### src/rtl/fpu_mult_iter_pkg.sv
// Shared FPU definitions: single-precision defaults, multiplier sequencer states, rounding modes.
// Latency: n/a (declarations only).
// Backpressure: n/a.
package fpu_mult_iter_pkg;

  localparam int FPU_E    = 8;
  localparam int FPU_F    = 23;
  localparam int FPU_BIAS = 127;

  typedef enum logic [1:0] {
    IDLE = 2'd0,
    MUL  = 2'd1,
    NORM = 2'd2
  } mul_state_t;

  // Only round-to-nearest-even exists today; other encodings are reserved.
  localparam logic [1:0] RND_RNE = 2'b00;

endpackage

### src/rtl/fpu_round_norm.sv
// Normalise, round-to-nearest-even and classify a raw significand product.
// Latency: purely combinational.
// Backpressure: none; the caller samples the outputs when it wants them.
module fpu_round_norm
  import fpu_mult_iter_pkg::*;
#(
  parameter int E = FPU_E,
  parameter int F = FPU_F
) (
  input  logic [2*F+1:0]      prod_i,
  input  logic signed [E+1:0] exp_raw_i,
  input  logic                zero_i,
  output logic [E-1:0]        exp_o,
  output logic [F:0]          frac_o,
  output logic                overflow_o,
  output logic                underflow_o,
  output logic                zero_o
);

  localparam logic [1:0]          RND_MODE = RND_RNE;
  localparam logic signed [E+1:0] EXP_MAX  = (E+2)'((1 << E) - 1);

  logic               hi;
  logic [F:0]         mant;
  logic               guard;
  logic               sticky;
  logic               round_up;
  logic [F+1:0]       mant_rnd;
  logic               carry;
  logic [F:0]         frac_rnd;
  logic signed [E+1:0] exp_fin;

  // Normalise to [1,2), round, fold the carries into the exponent, then apply special cases by priority.
  always_comb begin
    hi       = prod_i[2*F+1];
    mant     = hi ? prod_i[2*F+1:F+1] : prod_i[2*F:F];
    guard    = hi ? prod_i[F] : prod_i[F-1];
    sticky   = hi ? (|prod_i[F-1:0]) : (|prod_i[F-2:0]);
    round_up = (RND_MODE == RND_RNE) ? (guard & (sticky | mant[0])) : 1'b0;
    mant_rnd = {1'b0, mant} + {{(F+1){1'b0}}, round_up};
    carry    = mant_rnd[F+1];
    // A carry-out only happens from all-ones, so the shifted value is exactly 1.0.
    frac_rnd = carry ? mant_rnd[F+1:1] : mant_rnd[F:0];
    exp_fin  = $signed(exp_raw_i + {{(E+1){1'b0}}, hi} + {{(E+1){1'b0}}, carry});

    exp_o       = exp_fin[E-1:0];
    frac_o      = frac_rnd;
    overflow_o  = 1'b0;
    underflow_o = 1'b0;
    zero_o      = 1'b0;

    if (zero_i) begin
      exp_o  = '0;
      frac_o = '0;
      zero_o = 1'b1;
    end else if (exp_fin >= EXP_MAX) begin
      exp_o      = '1;
      frac_o     = '0;
      overflow_o = 1'b1;
    end else if (exp_fin[E+1] || (exp_fin == '0)) begin
      exp_o       = '0;
      frac_o      = '0;
      underflow_o = 1'b1;
      zero_o      = 1'b1;
    end
  end

endmodule

### src/rtl/fpu_mult_iter.sv
// Iterative FP multiplier retiring RADIX_BITS multiplier bits per cycle, then normalise/round.
// Latency: done rises (F+1)/RADIX_BITS + 1 clocks after the start-accepting edge, for every operand.
// Backpressure: start is ignored while busy; results hold until the next done.
module fpu_mult_iter
  import fpu_mult_iter_pkg::*;
#(
  parameter int E          = FPU_E,
  parameter int F          = FPU_F,
  parameter int RADIX_BITS = 1,
  parameter int BIAS       = FPU_BIAS
) (
  input  logic         clk,
  input  logic         rst,
  input  logic         start,
  input  logic         a_sign,
  input  logic [E-1:0] a_exponent,
  input  logic [F:0]   a_fraction,
  input  logic         b_sign,
  input  logic [E-1:0] b_exponent,
  input  logic [F:0]   b_fraction,
  output logic         busy,
  output logic         done,
  output logic         result_s,
  output logic [E-1:0] result_e,
  output logic [F:0]   result_f,
  output logic         overflow,
  output logic         underflow,
  output logic         result_zero
);

  localparam int W  = F + 1;
  localparam int R  = RADIX_BITS;
  localparam int N  = W / R;
  localparam int CW = $clog2(N + 1);
  localparam logic [CW-1:0] LAST   = CW'(N - 1);
  localparam logic [E+1:0]  BIAS_X = (E+2)'(BIAS);

  if ((W % R) != 0) begin : g_bad_radix
    $error("RADIX_BITS must divide F+1");
  end
  if (BIAS != ((1 << (E - 1)) - 1)) begin : g_bad_bias
    $error("BIAS must equal 2**(E-1)-1");
  end

  mul_state_t          state_q;
  logic [CW-1:0]       cnt_q;
  logic [2*W-1:0]      prod_q, prod_d;
  logic [W-1:0]        mcand_q;
  logic signed [E+1:0] exp_raw_q, exp_raw_d;
  logic                zero_in_q;
  logic                sign_q;

  logic [R-1:0]        mplr_bits;
  logic [W+R-1:0]      acc;
  logic [2*W+R-1:0]    ext;

  logic [E-1:0]        rn_exp;
  logic [F:0]          rn_frac;
  logic                rn_ovf, rn_unf, rn_zero;

  // One radix step: add multiplicand x low multiplier digit to the upper half, then shift right.
  always_comb begin
    mplr_bits = prod_q[R-1:0];
    acc       = {{R{1'b0}}, prod_q[2*W-1:W]} + ({{R{1'b0}}, mcand_q} * {{W{1'b0}}, mplr_bits});
    ext       = {acc, prod_q[W-1:0]};
    prod_d    = ext[2*W+R-1:R];
    exp_raw_d = $signed({2'b00, a_exponent} + {2'b00, b_exponent} - BIAS_X);
  end

  fpu_round_norm #(.E(E), .F(F)) u_round_norm (
    .prod_i      (prod_q),
    .exp_raw_i   (exp_raw_q),
    .zero_i      (zero_in_q),
    .exp_o       (rn_exp),
    .frac_o      (rn_frac),
    .overflow_o  (rn_ovf),
    .underflow_o (rn_unf),
    .zero_o      (rn_zero)
  );

  // Sequencer plus operand/accumulator registers and registered results.
  always_ff @(posedge clk or posedge rst) begin
    if (rst) begin
      state_q     <= IDLE;
      cnt_q       <= '0;
      prod_q      <= '0;
      mcand_q     <= '0;
      exp_raw_q   <= '0;
      zero_in_q   <= 1'b0;
      sign_q      <= 1'b0;
      done        <= 1'b0;
      result_s    <= 1'b0;
      result_e    <= '0;
      result_f    <= '0;
      overflow    <= 1'b0;
      underflow   <= 1'b0;
      result_zero <= 1'b0;
    end else begin
      done <= 1'b0;
      case (state_q)
        IDLE: begin
          if (start) begin
            sign_q    <= a_sign ^ b_sign;
            exp_raw_q <= exp_raw_d;
            zero_in_q <= (a_exponent == '0) || (b_exponent == '0);
            mcand_q   <= a_fraction;
            prod_q    <= {{W{1'b0}}, b_fraction};
            cnt_q     <= '0;
            state_q   <= MUL;
          end
        end
        MUL: begin
          prod_q <= prod_d;
          cnt_q  <= cnt_q + CW'(1);
          if (cnt_q == LAST) state_q <= NORM;
        end
        NORM: begin
          done        <= 1'b1;
          result_s    <= sign_q;
          result_e    <= rn_exp;
          result_f    <= rn_frac;
          overflow    <= rn_ovf;
          underflow   <= rn_unf;
          result_zero <= rn_zero;
          state_q     <= IDLE;
        end
        default: state_q <= IDLE;
      endcase
    end
  end

  assign busy = (state_q != IDLE);

endmodule

### config.mk
export PLATFORM = sky130hd
export DESIGN_NAME = fpu_mult_iter
export DESIGN_NICKNAME = d
export VERILOG_FILES = /design/src/rtl/fpu_mult_iter_pkg.sv /design/src/rtl/fpu_round_norm.sv /design/src/rtl/fpu_mult_iter.sv
export SDC_FILE = /design/constraint.sdc
export NUM_CORES = 1
export LEC_CHECK = 0
export BUFFER_PORTS_ARGS = -buffer_cell sky130_fd_sc_hd__buf_2
export CAP_MARGIN = 0
export CORE_MARGIN = 2
export CORE_UTILIZATION = 50
export CTS_CLUSTER_DIAMETER = 150
export DETAILED_ROUTE_END_ITERATION = 7
export PLACE_DENSITY = 0.71
export SYNTH_ARGS = -nofsm -noshare
export SYNTH_HDL_FRONTEND = slang
export SYNTH_SLANG_ARGS = --single-unit
### constraint.sdc
create_clock -name clk -period 7.2 [get_ports clk]
set_clock_uncertainty 0.2 [all_clocks]
set_input_delay 2.16 -clock clk [delete_from_list [all_inputs] [get_ports clk]]
set_output_delay 2.16 -clock clk [all_outputs]
set_load 0.005 [all_outputs]
# After elaboration in Yosys (flattened, before gate mapping)

Index checks and enable logic that the tools add are counted.
Widths: inputs -> output; s select.

Add/sub/neg operators: 7
Multiplexer cells: 24
Bitwise logic cells: 3
Eq/ne operators: 5
Multiply operators: 1
Reductions and logical operators: 13
Order comparisons: 1

Operators with widths:

| kind                 | count |
|---|---|
| $mux 24              | 5 |
| $pmux 48 s2          | 1 |
| $mux 48              | 1 |
| $add 24x1->25        | 1 |
| $add 24x25->25       | 1 |
| $mul 24x1->25        | 1 |
| $mux 8               | 3 |
| $reduce_or 23->1     | 1 |
| $reduce_or 22->1     | 1 |
| $add 10x1->10        | 2 |
| $logic_not 8->1      | 2 |
| $ge 10x9->1 const B  | 1 |
| $logic_not 10->1     | 1 |
| $pmux 5 s2           | 1 |
| $sub 9x7->10 const B | 1 |
| $add 8x8->9          | 1 |
| $mux 1               | 9 |
| $reduce_and 2->1     | 3 |
| $add 5x1->5 const B  | 1 |
| $eq 5x5->1 const B   | 1 |
| $mux 5               | 1 |
| $mux 2               | 2 |
| $ne 2x2->1 const B   | 2 |
| $pmux 2 s2           | 1 |
| other kinds (8)      | 10 |

Logic and storage cells: 68
Register bits: 128
Input port bits: 69

# Depth between registers and ports, before layout

Gate-level depths: netlist of run 1.

Depth after elaboration: 11
Depth in mapped cells: 26
Mapped depth without buffers: 19

# Cells and area by module

From an unflattened synthesis of run 1, not the netlist that was laid out.

Cells, all modules: 988
Area total of the unflattened synthesis: 8480.6 µm²

By module, submodules not included:

| module         | times used | area each (µm²) | cells each |
|---|---|---|---|
| fpu_mult_iter  | 1          | 6701.4          | 704 |
| fpu_round_norm | 1          | 1779.2          | 284 |

# Least setup slack after synthesis of run 1

OpenSTA, ideal clock, no wires.

Kind: flip-flop to flip-flop
Start point: reg prod_q[47]
End point: reg result_f[17]
Path slack: 1.183 ns
Buffers on the path: 7
Arrival time: 5.750 ns
Stages on the path, launching flop included: 27
Required time: 6.933 ns
Cell sequence: dfrtp_1 buf_4 buf_6 clkbuf_1 clkbuf_1 buf_6 nand2_1 a21oi_1 ha_1 nand3_2 or4_4 nor4_1 clkbuf_1 xor2_1 ha_1 inv_1 o41a_1 inv_1 ha_1 nand2_1 inv_1 a41o_1 and4_1 a41o_4 nor4b_4 buf_6 a32o_1

Cells in the longest elaborated chain, start to end: 10
Elaborated cells between the ends (all ways): 15
Those cells by class: add/sub (3); order compare (1); mux (7); bitwise (2); reduce/logical (2)

Ends and longest elaborated chain:

| what                                                                  | RTL line             | RTL |
|---|---|---|
| start, declared                                                       | fpu_mult_iter.sv:47  | `logic [2*W-1:0] prod_q, prod_d;` |
| start signal, assigned                                                | fpu_mult_iter.sv:107 | `prod_q <= {{W{1'b0}}, b_fraction};` |
| start signal, assigned                                                | fpu_mult_iter.sv:113 | `prod_q <= prod_d;` |
| parallel branches: the longest is 8 deep, another holds $add 24x1->25 | -                    |  |
| $mux 24 (*)                                                           | fpu_round_norm.sv:56 | `end else if (exp_fin >= EXP_MAX) begin` |
| $mux 24 (*)                                                           | fpu_round_norm.sv:52 | `if (zero_i) begin` |
| end signal, assigned                                                  | fpu_mult_iter.sv:121 | `result_f <= rn_frac;` |
| end, declared                                                         | fpu_mult_iter.sv:25  | `output logic [F:0] result_f,` |

Every way passes the cells marked *.
A chain may end at the register's enable or synchronous reset.

# Final worst setup path of run 1

Start point: reg prod_q[47]
End point: reg result_f[19]

The elaborated chain is that of the path after synthesis.

==> reports/results.ini, run 1 <==
[status]
outcome=completed

[setup_path]
timing.rr.end=result_f[19]$_DFFE_PP0P_
r2r_start=prod_q[47]$_DFFE_PP0P_
critical_path.startpoint_type=register
path_max_fanout=13
crit_type=reg -> reg
r2r_cells=20
cp_data_arrival_time_ns=5.48
endpoint_kind=register
ff2ff_setup_slack_ns=1.89
crit_required_ns=7.37

[placed_design]
hpwl_um=13300
pre_cts_slack_ns=1.947
routabilityCongestion=0.8989
port_buffers=106

[clocking]
h-tree-depth=4
cts_buffers=17
ctsLongestPathBuffers=2
cts_root_buffer=clkbuf_16
cts_setup_buffers=0
cts_hold_buf=0
cts_sinks=128
cts.repair.resized=0
cts_tree=built
clock_latency_ns=0.43
clkTransAtPathRegs_ns=0.06

[worst_hold_path]
worstHoldStart=mcand_q[8]$_DFFE_PP0P_
whs_endpoint=mcand_q[8]$_DFFE_PP0P_
hold_path_depth=2
holdCritPathClass=reg -> reg

[layout]
syn_to_final_growth_pct=14.85
fill_cells=1438
final_nets=1133
drive_gt1_share_pct=16.57
antennaDiodeCount=0

[grt]
grt_pass1_wl_um=32040
grt_max_degree=75
overflow=0
grt_util_all_layers_pct=22.59
antenna_found_initial=0
grt_pass1_vias=6424

[yosys]
synthArstFlopShare_pct=100.0
netlist_instances=939
synth.cell_area_sq_um=8090
synth.area.top_cells=dfrtp_1, nand2_1, ha_1, xor2_1, o21ai_0
synth_top_area_share_pct=39.59
yosys-top-cells-count=nand2_1, dfrtp_1, nor2_1
yosysSeqAreaShare_pct=39.59
ys.flop_type=dfrtp_1
synth-edff-count=0
syn_avg_cell_area_sq_um=8.616
synth_cell_type_count=71
yosys_warnings=0
yosys_register_bits=128
yosysTopAreaCell=dfrtp_1
synth.most_common_cell=nand2_1
synth_nets=1053

[detailed_routing]
drt_wl_total_um=18600
vias_per_cell=5.384
ant_nets=0
vias=6719
dr.pass1.iters=5
drtIter0Drc=464
wl_per_cell_um=14.90
drc=0

[power]
peakVddDrop_mv=0.2048
p_leak_nw=4.339
powerDensity_nw_per_um2=431.8
seqPwrFrac_pct=33.8
p_sw_mw=1.685
p_comb_share_pct=44.7
clock_power_share_pct=21.5
intPower_mw=2.327
power.share.switching_pct=41.99

[floorplan]
ioPinCount=107
core-area_sq_um=15830
die_width_um=131.2
fp.dieH_um=131.2
die_area_sq_um=17210
start_util_pct=51.11
rows=46

[timing]
layout_setup_ws_ns=1.890
max_freq_mhz=188.3
hold_ws_ns=0.2608
setup_tns_ns=0
drv_slew=0
worst_pin_slew_ns=0.7905
setup_viol=0
grt_setup_unrepaired=no
finalCritPeriodShare_pct=73.76
slew_headroom_pct=47.17
hold_violations=0
layout_min_cycle_time_ns=5.310

[flow_run]
drv_cap=0

sequential cells by signal (all words and copies together) (netlist names), 2 cells and up:
signal,count
prod_q,48
exp_raw_q,10
state_q,2
cnt_q,5
result_f,24
mcand_q,24
result_e,8
through the flow:
| stage | power [mW] | utilization, % | instance area, sq um | std cells |
|---|---|---|---|---|
| final | 4.012 | 58.70 | 9291 | 1248 |
| after global routing | 4.364 | 58.70 | 9291 | 1248 |
| after CTS | 4.017 | 58.70 | 9291 | 1248 |
| after detailed placement | 3.137 | 54.90 | 8690 | 1216 |
| after global placement | 3.093 | 54.90 | 8690 | 1216 |
| after floorplan | 2.741 | - | 8090 | 939 |
placed cells by master (no fill, tap or decap), types with 3 or more instances in the layout:
cell / count
a211oi_1: 5
a21boi_0: 6
a21o_1: 8
a21oi_1: 40
a22o_1: 9
a31oi_1: 5
a32o_1: 3
and2_1: 29
and3_1: 9
buf_2: 106
buf_4: 10
clkbuf_16: 17
clkbuf_8: 5
clkinv_2: 5
clkinvlp_4: 3
dfrtp_1: 128
ha_1: 43
inv_1: 24
mux2_2: 4
mux2i_1: 14
nand2_1: 175
nand2b_1: 6
nand3_1: 39
nand4_1: 13
nor2_1: 82
nor2b_1: 7
nor3_1: 7
nor4_1: 10
o2111ai_1: 3
o211ai_1: 7
o21ai_0: 63
o21bai_1: 4
o22ai_1: 24
o31ai_1: 5
xnor2_1: 27
xor2_1: 39
critical path, cell delays in order, from the launching register on:
cell and delay [ns]:
dfrtp_1 0.49, nand2b_1 0.23, a21oi_1 0.16, ha_1 0.24, nand3_2 0.13, or4_4 0.60, nor4_2 0.25, buf_4 0.25
xor2_1 0.09, ha_1 0.19, inv_1 0.05, o41a_1 0.29, inv_1 0.10, ha_1 0.25, nand2_1 0.13, inv_1 0.06
a41o_1 0.24, and4_1 0.24, a41o_4 0.29, nor4b_4 0.51, a32o_1 0.25
area by class of cell:
class | instances | area (sq um) | area share [%]
clock buffers | 22 | 494.2 | 5.319
clock inverters | 10 | 107.6 | 1.158
inverters | 25 | 96.34 | 1.037
multi-input cells | 731 | 4514 | 48.59
flip-flops and latches | 128 | 3203 | 34.47
well taps | 216 | 270.3 | 2.909
repair buffers | 116 | 605.6 | 6.518
layer usage:
layer  vias up  routed length, um  track usage [%]
met5         -                  0                0
met2       136               8176            33.98
met4         0                150            6.159
met1      3124               9539            33.36
li1       3447                  -                -
met3        12                730            4.398
how the worst max path moves through the flow:
stage / slack [ns] / depth (start not counted) / endpoint / from
3_5_place_dp: 1.95 / 20 / result_f[19]$_DFFE_PP0P_ / prod_q[47]$_DFFE_PP0P_
3_3_place_gp: 2.10 / 20 / result_f[19]$_DFFE_PP0P_ / prod_q[47]$_DFFE_PP0P_
5_1_grt: 1.49 / 20 / result_f[16]$_DFFE_PP0P_ / prod_q[47]$_DFFE_PP0P_
2_1_floorplan: 1.18 / 26 / result_f[17]$_DFFE_PP0P_ / prod_q[47]$_DFFE_PP0P_
6_report: 1.89 / 20 / result_f[19]$_DFFE_PP0P_ / prod_q[47]$_DFFE_PP0P_
4_1_cts: 1.91 / 20 / result_f[19]$_DFFE_PP0P_ / prod_q[47]$_DFFE_PP0P_
cell families after synthesis:
kind of cell               Yosys count  synth area share (%)
and+or+nand+nor                    400                 23.09
muxes                               18                 2.289
DFF                                128                 39.59
xor gates and xnor gates            66                 7.145
buffers and inverters               80                 4.748
AOI/OAI and AO/OA                  202                 15.99
adders and majority gates           45                 7.145
power groups by stage:
stage	Combinational, mW	Clock, mW	Sequential, mW
3_3_place_gp	1.74	0	1.36
2_1_floorplan	1.58	0	1.16
6_report	1.79	0.861	1.36
3_5_place_dp	1.78	0	1.36
4_1_cts	1.79	0.874	1.35
5_1_grt	2.05	0.909	1.41
Note: power is estimated with default switching activity, not from simulation.
==> inputs of run 2 (changes only) <==
- PLACE_DENSITY: 0.71 -> 0.73
- clock period: 7.2 -> 4.37 ns (I/O delays scaled with it)
==> reports/results.ini, run 2 (synthesis results as in run 1) <==
[status]
outcome=completed

[power]
power.share.switching_pct=42.06  ; +0.065 points
total_power_mw=6.933  ; +73%
p_sw_mw=2.916  ; +73%
peakVddDrop_mv=0.3952  ; +93%
p_comb_share_pct=49.0  ; +4.3 points
p_leak_nw=4.503  ; +3.8%
powerDensity_nw_per_um2=722.5  ; +67%
clock_power_share_pct=20.6  ; -0.9 points
intPower_mw=4.017  ; +73%
seqPwrFrac_pct=30.4  ; -3.4 points

[timing]
drv_slew=0  ; unchanged
max_freq_mhz=236.4  ; +26%
worst_pin_slew_ns=0.7713  ; -0.01918 ns
slew_headroom_pct=48.10  ; +0.93 points
grt_setup_unrepaired=yes
layout_setup_ws_ns=0.1399  ; -1.750 ns
setup_viol=0  ; unchanged
layout_min_cycle_time_ns=4.230  ; -1.080 ns
finalCritPeriodShare_pct=96.80  ; +23 points
hold_violations=0  ; unchanged
setup_tns_ns=0  ; unchanged

[detailed_routing]
dr.pass1.iters=5  ; unchanged
vias_per_cell=5.518  ; +2.5%
vias=7013  ; +4.4%
wl_per_cell_um=15.33  ; +2.9%
drtIter0Drc=593  ; +28%
drt_wl_total_um=19490  ; +4.8%
ant_nets=0  ; unchanged
drc=0  ; unchanged

[worst_hold_path]
hold_path_depth=2  ; unchanged
holdCritPathClass=reg -> reg

[layout]
fill_cells=1345  ; -6.5%
antennaDiodeCount=0  ; unchanged
top_register=prod_q
largest_register_ffs=48  ; unchanged
design_area_sq_um=9595  ; +3.3%
reg.largest.list=prod_q (48), mcand_q (24), result_f (24)
final_nets=1159  ; +2.3%
drive_gt1_share_pct=19.43  ; +2.9 points
seqCellArea_sq_um=3204  ; about the same
multi_input_area_sq_um=4614  ; +2.2%
mostFrequentLayoutCells=nand2_1, dfrtp_1, buf_2, nor2_1, o21ai_0
syn_to_final_growth_pct=18.60
layout_commonest_cell=nand2_1

[placed_design]
place_area_sq_um=8946  ; +3.0%
routabilityCongestion=0.8668  ; -3.6%
hpwl_um=14000  ; +5.3%
pre_cts_slack_ns=0.04772  ; -1.899 ns
port_buffers=106  ; unchanged

[grt]
grt_max_degree=129  ; +72%
grt_pass1_wl_um=32380  ; +1.1%
grt_util_all_layers_pct=22.96  ; +0.37 points
antenna_found_initial=0  ; unchanged
overflow=0  ; unchanged
grt_pass1_vias=6593  ; +2.6%

[clocking]
cts_buffers=17  ; unchanged
cts_tree=built
cts_sinks=128  ; unchanged
clock_latency_ns=0.43  ; about the same
ctsLongestPathBuffers=2  ; unchanged
clkTransAtPathRegs_ns=0.06  ; about the same
cts_hold_buf=0  ; unchanged
cts_root_buffer=clkbuf_16
h-tree-depth=4  ; unchanged

[setup_path]
endpoint_kind=register
path_max_fanout=6  ; -7
critical_path.startpoint_type=register
crit_type=reg -> reg
crit_required_ns=4.53  ; -2.84 ns
cp_data_arrival_time_ns=4.39  ; -1.09 ns
r2r_cells=17  ; -15%

[floorplan]
start_util_pct=51.11  ; unchanged
die_area_sq_um=17210  ; unchanged
core-area_sq_um=15830  ; unchanged
die_width_um=131.2  ; unchanged
fp.dieH_um=131.2  ; unchanged
ioPinCount=107  ; unchanged
rows=46  ; unchanged

[flow_run]
drv_cap=0  ; unchanged

## run 2: changes by cell type in the layout (fill, tap and decap cells not counted), moves of 2 or more
cell and delta:
clkbuf_1 +2, buf_6 +3, nand2_1 -2, clkinvlp_4 -2, clkbuf_8 -2, ha_4 +2, ha_1 -3, buf_4 +22
## run 2: power groups by stage
stage	combinational, mW	clock [mW]	sequential (mW)
finish	3.40	1.43	2.11
global route	3.80	1.50	2.18
CTS	3.34	1.44	2.10
detailed placement	3.31	0	2.11
global placement	3.23	0	2.09
floorplan	2.65	0	1.92
## run 2: worst max-delay path, cell delays in order (launching register included)
cell and delay [ns]:
dfrtp_2 0.44, nand2b_4 0.17, a21oi_4 0.14, ha_4 0.18, nand3_4 0.09, or4_4 0.48
nor4_4 0.18, xor2_1 0.18, ha_2 0.18, inv_1 0.04, o41a_1 0.16, buf_4 0.18
or4_4 0.41, and3_4 0.20, a41o_4 0.27, nor4b_4 0.33, buf_6 0.17, a32o_1 0.16
## run 2: final timing paths
kind                       slack, ns                  endpoint               startpoint
setup / recovery                0.14  result_f[19]$_DFFE_PP0P_   prod_q[47]$_DFFE_PP0P_
hold / removal                  0.27   mcand_q[12]$_DFFE_PP0P_  mcand_q[12]$_DFFE_PP0P_
setup reg to reg                0.14  result_f[19]$_DFFE_PP0P_   prod_q[47]$_DFFE_PP0P_
hold reg to reg                 0.27   mcand_q[12]$_DFFE_PP0P_  mcand_q[12]$_DFFE_PP0P_
max in group asynchronous       2.57    prod_q[47]$_DFFE_PP0P_                      rst
min in group asynchronous       0.88  result_f[21]$_DFFE_PP0P_                      rst
## run 2: final cells by class
class	count	area share (%)
Multi-Input combinational cell	731	48.09
Clock buffer	22	4.942
Sequential cell	128	33.39
Tap cell	216	2.817
Clock inverter	7	1.147
Timing Repair Buffer	142	8.593
Inverter	25	1.017
## run 2: through the flow
step	util, %	instances	hold WS [ns]
floorplan	-	939	0.2374
global placement	56.52	1239	0.2505
detailed placement	56.52	1239	0.2562
CTS	60.21	1268	0.2702
global route	60.62	1271	0.2879
finish	60.62	1271	0.2653
## run 2: what timing repair did
item                       in CTS  in global routing
resized for setup               0                 10
setup endpoints to repair       0                 23
buffers inserted                0                  2
## run 2: routing by layer
| layer | global-route usage (%) | wire length [um] | vias up |
|---|---|---|---|
| met5 | 0 | 0 | - |
| met4 | 6.582 | 296 | 0 |
| met3 | 4.977 | 925 | 23 |
| met2 | 35.32 | 8694 | 169 |
| met1 | 32.79 | 9571 | 3325 |
| li1 | - | - | 3496 |
